$ cat src/rtl/wb_target_slice.sv
// Registered Wishbone classic slice for one interconnect target port: one register
// stage on request and response paths, plus a per-transaction timeout that forces err.
module wb_target_slice #(
   parameter int ADDR_WIDTH = 32,
   parameter int DATA_WIDTH = 32,
   parameter int TIMEOUT    = 16
) (
   input  logic                      clock,
   input  logic                      reset_n,
   input  logic [ADDR_WIDTH-1:0]     adr,
   input  logic [DATA_WIDTH-1:0]     dat_w,
   input  logic [(DATA_WIDTH/8)-1:0] sel,
   input  logic                      we,
   input  logic                      cyc,
   input  logic                      stb,
   output logic [DATA_WIDTH-1:0]     dat_r,
   output logic                      ack,
   output logic                      err,
   output logic [ADDR_WIDTH-1:0]     t_adr,
   output logic [DATA_WIDTH-1:0]     t_dat_w,
   output logic [(DATA_WIDTH/8)-1:0] t_sel,
   output logic                      t_we,
   output logic                      t_cyc,
   output logic                      t_stb,
   input  logic [DATA_WIDTH-1:0]     t_dat_r,
   input  logic                      t_ack,
   input  logic                      t_err,
   output logic                      timeout
);

   localparam int CNT_W     = (TIMEOUT < 3) ? 2 : $clog2(TIMEOUT + 1);
   localparam int TO_LAST_I = (TIMEOUT > 0) ? TIMEOUT - 1 : 0;
   localparam logic [CNT_W-1:0] TO_LAST = TO_LAST_I[CNT_W-1:0];
   localparam logic [CNT_W-1:0] CNT_ONE = {{(CNT_W-1){1'b0}}, 1'b1};
   localparam logic [CNT_W-1:0] CNT_MAX = {CNT_W{1'b1}};

   typedef enum logic [1:0] {
      ST_IDLE = 2'd0,
      ST_REQ  = 2'd1,
      ST_RSP  = 2'd2
   } state_t;

   state_t           state_r;
   logic [CNT_W-1:0] cnt_r;
   logic             abort_r;
   logic             abort_s;
   logic             timeout_hit_s;
   logic             done_s;

   // Abort is sticky once the initiator drops cyc; the target side still completes.
   always_comb begin
      abort_s = abort_r | ~cyc;
      if (TIMEOUT != 0) begin
         timeout_hit_s = (cnt_r == TO_LAST);
      end else begin
         timeout_hit_s = 1'b0;
      end
      done_s = t_err | t_ack | timeout_hit_s;
   end

   // Slice FSM with all outputs registered.
   always_ff @(posedge clock) begin
      if (!reset_n) begin
         state_r <= ST_IDLE;
         cnt_r   <= {CNT_W{1'b0}};
         abort_r <= 1'b0;
         dat_r   <= {DATA_WIDTH{1'b0}};
         ack     <= 1'b0;
         err     <= 1'b0;
         timeout <= 1'b0;
         t_adr   <= {ADDR_WIDTH{1'b0}};
         t_dat_w <= {DATA_WIDTH{1'b0}};
         t_sel   <= {(DATA_WIDTH/8){1'b0}};
         t_we    <= 1'b0;
         t_cyc   <= 1'b0;
         t_stb   <= 1'b0;
      end else begin
         case (state_r)
            ST_IDLE: begin
               ack     <= 1'b0;
               err     <= 1'b0;
               timeout <= 1'b0;
               if (cyc && stb) begin
                  t_adr   <= adr;
                  t_dat_w <= dat_w;
                  t_sel   <= sel;
                  t_we    <= we;
                  t_cyc   <= 1'b1;
                  t_stb   <= 1'b1;
                  cnt_r   <= {CNT_W{1'b0}};
                  abort_r <= 1'b0;
                  state_r <= ST_REQ;
               end
            end
            ST_REQ: begin
               if (cnt_r != CNT_MAX) begin
                  cnt_r <= cnt_r + CNT_ONE;
               end
               abort_r <= abort_s;
               if (done_s) begin
                  t_cyc <= 1'b0;
                  t_stb <= 1'b0;
                  if (abort_s) begin
                     state_r <= ST_IDLE;
                  end else begin
                     state_r <= ST_RSP;
                     // Target error beats a simultaneous ack; a real response beats the timeout.
                     if (t_err) begin
                        err   <= 1'b1;
                        dat_r <= {DATA_WIDTH{1'b0}};
                     end else if (t_ack) begin
                        ack   <= 1'b1;
                        dat_r <= t_dat_r;
                     end else begin
                        err     <= 1'b1;
                        timeout <= 1'b1;
                        dat_r   <= {DATA_WIDTH{1'b0}};
                     end
                  end
               end
            end
            ST_RSP: begin
               ack     <= 1'b0;
               err     <= 1'b0;
               timeout <= 1'b0;
               state_r <= ST_IDLE;
            end
            default: begin
               ack     <= 1'b0;
               err     <= 1'b0;
               timeout <= 1'b0;
               t_cyc   <= 1'b0;
               t_stb   <= 1'b0;
               state_r <= ST_IDLE;
            end
         endcase
      end
   end

endmodule

$ cat config.mk
export PLATFORM = sky130hd
export DESIGN_NAME = wb_target_slice
export DESIGN_NICKNAME = d
export VERILOG_FILES = /design/src/rtl/wb_target_slice.sv
export SDC_FILE = /design/constraint.sdc
export NUM_CORES = 1
export LEC_CHECK = 0
export CAP_MARGIN = 20
export CORE_ASPECT_RATIO = 1.2
export CORE_MARGIN = 2
export CORE_UTILIZATION = 42
export DETAILED_ROUTE_END_ITERATION = 10
export GPL_TIMING_DRIVEN = 0
export HOLD_SLACK_MARGIN = 0.1
export PLACE_DENSITY = 0.86
export SLEW_MARGIN = 10
export SYNTH_ARGS = -nofsm -noshare
export SYNTH_HDL_FRONTEND = slang
export SYNTH_SLANG_ARGS = --single-unit
$ cat constraint.sdc
create_clock -name clock -period 4.33 [get_ports clock]
set_clock_uncertainty 0.1 [all_clocks]
set_input_delay 1.299 -clock clock [delete_from_list [all_inputs] [get_ports clock]]
set_output_delay 1.299 -clock clock [all_outputs]
set_load 0.03 [all_outputs]
# == After elaboration in Yosys (flattened, before gate mapping) ==
# Index checks and enable logic that the tools add are counted.
# totals
ff_bits,113
inputBits,107
output_inout_bits,106
wordCells,58
# op_classes
add_sub_neg,1
n_eq_ne,8
n_mux,16
n_bitwise,8
reduce_logical,13
# op_table
op,n
$mux 32,2
$reduce_and 3->1,4
$mux 5,2
$pmux 5 s2,1
$reduce_and 2->1,4
$reduce_and 4->1,2
$mux 2,3
$ne 2x2->1 const B,3
$add 5x1->5 const B,1
$eq 5x4->1 const B,1
$mux 1,5
$ne 5x5->1 const B,1
$not 1->1,5
$pmux 2 s2,1
$or 1x1->1,3
$pmux 1 s3,1
$eq 2x1->1 const B,1
$eq 2x2->1 const B,1
$logic_not 2->1,1
$ne 2x1->1 const B,1
$pmux 1 s2,1
$reduce_bool 2->1,1
$logic_and 1x1->1,1

# == Logic depth before layout (Yosys ltp) ==
# depth
depth_word,5
mapped_depth,8
depth_no_buf,6

# == Worst setup path before layout ==
# Ideal clock, no wire load.
# synth_path
path_kind,input port to flip-flop
from,in t_ack
to,reg dat_r[0]
setup_ps,72
arrival_time_ps,2311
required_time_ps,4158
path_slack_ps,1847
cell_stages,5
path_buffers,2
path_cell_list,or3_1 clkbuf_1 nand4b_2 buf_6 mux2i_1
# synth_between
elab_chain_len,3
word_cells_on_any_way,5
cone_classes,mux: 2; bitwise: 2; reduce/logical: 1
# synth_lines
item,line_no,rtl
start: declaration,26,"input logic t_ack,"
$or 1x1->1 (2 in a row),58,done_s = t_err | t_ack | timeout_hit_s;
$reduce_and 3->1 (no source line),n/a,
end signal: assignment,67,dat_r <= {DATA_WIDTH{1'b0}};
end signal: assignment,110,dat_r <= {DATA_WIDTH{1'b0}};
end signal: assignment,113,dat_r <= t_dat_r;
end: declaration,16,"output logic [DATA_WIDTH-1:0] dat_r,"
# Several ways; a longest one is shown, not always the timed one.
# A chain may end at the register's enable or synchronous reset.

# == Worst setup path in the final report ==
# layout_path
from,reg t_stb
to,out t_stb
# layout_rtl
item,line_no,rtl
start: declaration,24,"output logic t_stb,"
start signal: assignment,76,t_stb <= 1'b0;
start signal: assignment,89,t_stb <= 1'b1;
start signal: assignment,102,t_stb <= 1'b0;
# No word-level cell between the ends.

==> reports/metrics.cfg <==
[cts]
cts_sinks=113
clock_latency_ns=0.51
cts_buffers=17
holdBufCountCts=0
cts-resized-gates=0
cts_tree=built
cts_setup_buffers=0
clk_pin_slew_ns=0.05
cts-root-buf=clkbuf_8
h-tree-depth=4
clk_path_buf_depth=2

[synthesis]
ys.flop_type=dfxtp_1
synth-seq-area-share_pct=57.9
synth-seq-cells=113
synth_cell_types=30
yosys_warnings=0
synth_nets=466
synth-edff-count=0
syn_avg_cell_area_um2=11.0
netlist_area_um2=3910
syn_inst=356
postSynth.asyncResetShare_pct=0

[routing]
drt_iter0_markers=118
post-route-drc-count=0
wl_per_cell_um=16.5
detail-route-antenna-nets=0
route.final.wire_length_um=11900
avgViaCountPerCell=5.04
first_pass_iters=4
vias=3621

[sta]
whs_ns=0.357
rsz0062_at_grt=false
relSlewSlack_pct=71.1
finalMaxSlewViolations=0
min_period_ns=3.08
final.period_utilization_pct=71.2
setup_viol=0
fmax_mhz=324
final_hold_viol_count=0
worstMarginPinSlew_ns=0.434
tns_ns=0

[cells_and_area]
layout-area-overhead-vs-synth_pct=71.2
layout-drive-gt1-share_pct=8.86
stdcell_count=718
nets=696
fill_cells=626
mostFrequentLayoutCell=clkdlybuf4s50_1
antenna_cells=0
final_area_um2=6690
final_cell_mix=clkdlybuf4s50_1 (211), dfxtp_1 (113), a22o_1 (69)

[global_routing]
grt_pass1_vias=3655
antenna_found_initial=0
grt_max_degree=17
grt.overflow.total=0
grtUsageTotal_pct=23.6
grt_pass1_wl_um=18500

[floorplan]
initial_core_util_pct=43.2
io_pins=213
row_count=38
fp.dieH_um=110
die_area_um2=10100
dieWidth_um=92.0
coreArea_um2=9030

[pwr]
p_total_mw=2.65
peakVddDrop_mv=0.270
powerDensity_nw_per_um2=396
p_leak_nw=2.78

[placed_design]
dp_hpwl_um=8730
portBuffers=211
dp_cells=687
routabilityCongestion=0.772
dpl-instance-area_um2=6170

[critical_path]
endpoint_kind=output pin
crit_arrival_ns=1.68
worst-endpoint-required_ns=2.93
crit_fanout=3
crit_type=flop to output pin
worstSetupStartpointType=flop

[outcome]
status=complete, no violations

[run]
cap_violations=0

[min_path]
hold_class=flop to flop

-- cell usage after synthesis, types with 2 or more instances --
cell / number / share of area [%]
dfxtp_1: 113 / 58
clkbuf_1: 8 / 0.77
buf_2: 18 / 2.3
nand2_1: 65 / 6.2
a22o_1: 69 / 15
a31o_2: 3 / 0.67
or3_1: 3 / 0.48
inv_1: 3 / 0.29
nor2_1: 7 / 0.67
ha_1: 3 / 0.96
buf_6: 3 / 0.86
and3_1: 2 / 0.32
mux2i_1: 32 / 8.2
nor3b_1: 3 / 0.58
nand2b_1: 2 / 0.32
a31oi_1: 3 / 0.48
o21ai_0: 3 / 0.38
nor2b_1: 2 / 0.32
a21oi_1: 3 / 0.38
-- layout make-up --
cell class	count	area, um^2	share of cell area, %
Sequential cell	113	2260	33.8
Timing Repair Buffer	211	2110	31.6
Multi-Input combinational cell	210	1470	22.0
Clock buffer	24	460	6.88
Buffer	30	161	2.41
Tap cell	120	150	2.24
Clock inverter	7	60.1	0.898
Inverter	3	11.3	0.168
-- per-stage QoR --
step	setup WS, ns	utilization, %
2_1_floorplan	1.85	-
3_3_place_gp	1.24	68.3
3_5_place_dp	1.21	68.3
4_1_cts	1.21	74.0
5_1_grt	1.17	74.0
6_report	1.25	74.0
-- report_power, final --
group | switching, mW | internal (mW)
combinational | 0.158 | 0.182
clock | 0.432 | 0.779
sequential | 0.0209 | 1.08
-- flip-flops by register name (all words and copies together) (netlist names) --
name	cells
t_we	1
timeout	1
abort_r	1
t_adr	32
t_sel	4
t_stb	1
state_r	2
t_dat_w	32
cnt_r	5
err	1
dat_r	32
ack	1
-- metal layers --
| metal | wire length, um | global-route usage, % | vias to the layer above |
|---|---|---|---|
| met1 | 4570 | 25.5 | 1699 |
| li1 | - | - | 1730 |
| met3 | 1210 | 11.1 | 13 |
| met2 | 5950 | 41.0 | 179 |
| met4 | 160 | 8.10 | 0 |
| met5 | 0 | 0 | - |
-- worst max-delay path, cell delays in order (launching register included) --
cell and delay (ns):
dfxtp_1 0.39, buf_4 0.13, clkdlybuf4s50_1 0.66
-- cell families (layout without fill, tap and decap cells) --
group / count (synthesis) / in the layout / synth area share, %
flip-flops: 113 / 113 / 57.9
adder cells (fa/ha/maj): 3 / 3 / 0.961
AND/OR/NAND/NOR: 92 / 92 / 10.7
buffers and inverters: 33 / 275 / 4.42
AO/OA/AOI/OAI: 83 / 83 / 17.8
multiplexers: 32 / 32 / 8.20
-- final timing paths --
| kind | slack [ns] | end | cells past startpoint | startpoint |
|---|---|---|---|---|
| worst min-delay path | 0.36 | dat_r[28]$_SDFFE_PN0P_ | 2 | dat_r[28]$_SDFFE_PN0P_ |
| worst max-delay path | 1.25 | t_stb | 2 | t_stb$_SDFFE_PN0P_ |
| worst min register to register | 0.36 | dat_r[28]$_SDFFE_PN0P_ | 2 | dat_r[28]$_SDFFE_PN0P_ |
| worst max register to register | 2.09 | dat_r[18]$_SDFFE_PN0P_ | 8 | cnt_r[0]$_SDFFE_PN0P_ |
No activity file was read; power rests on OpenSTA's default activity.
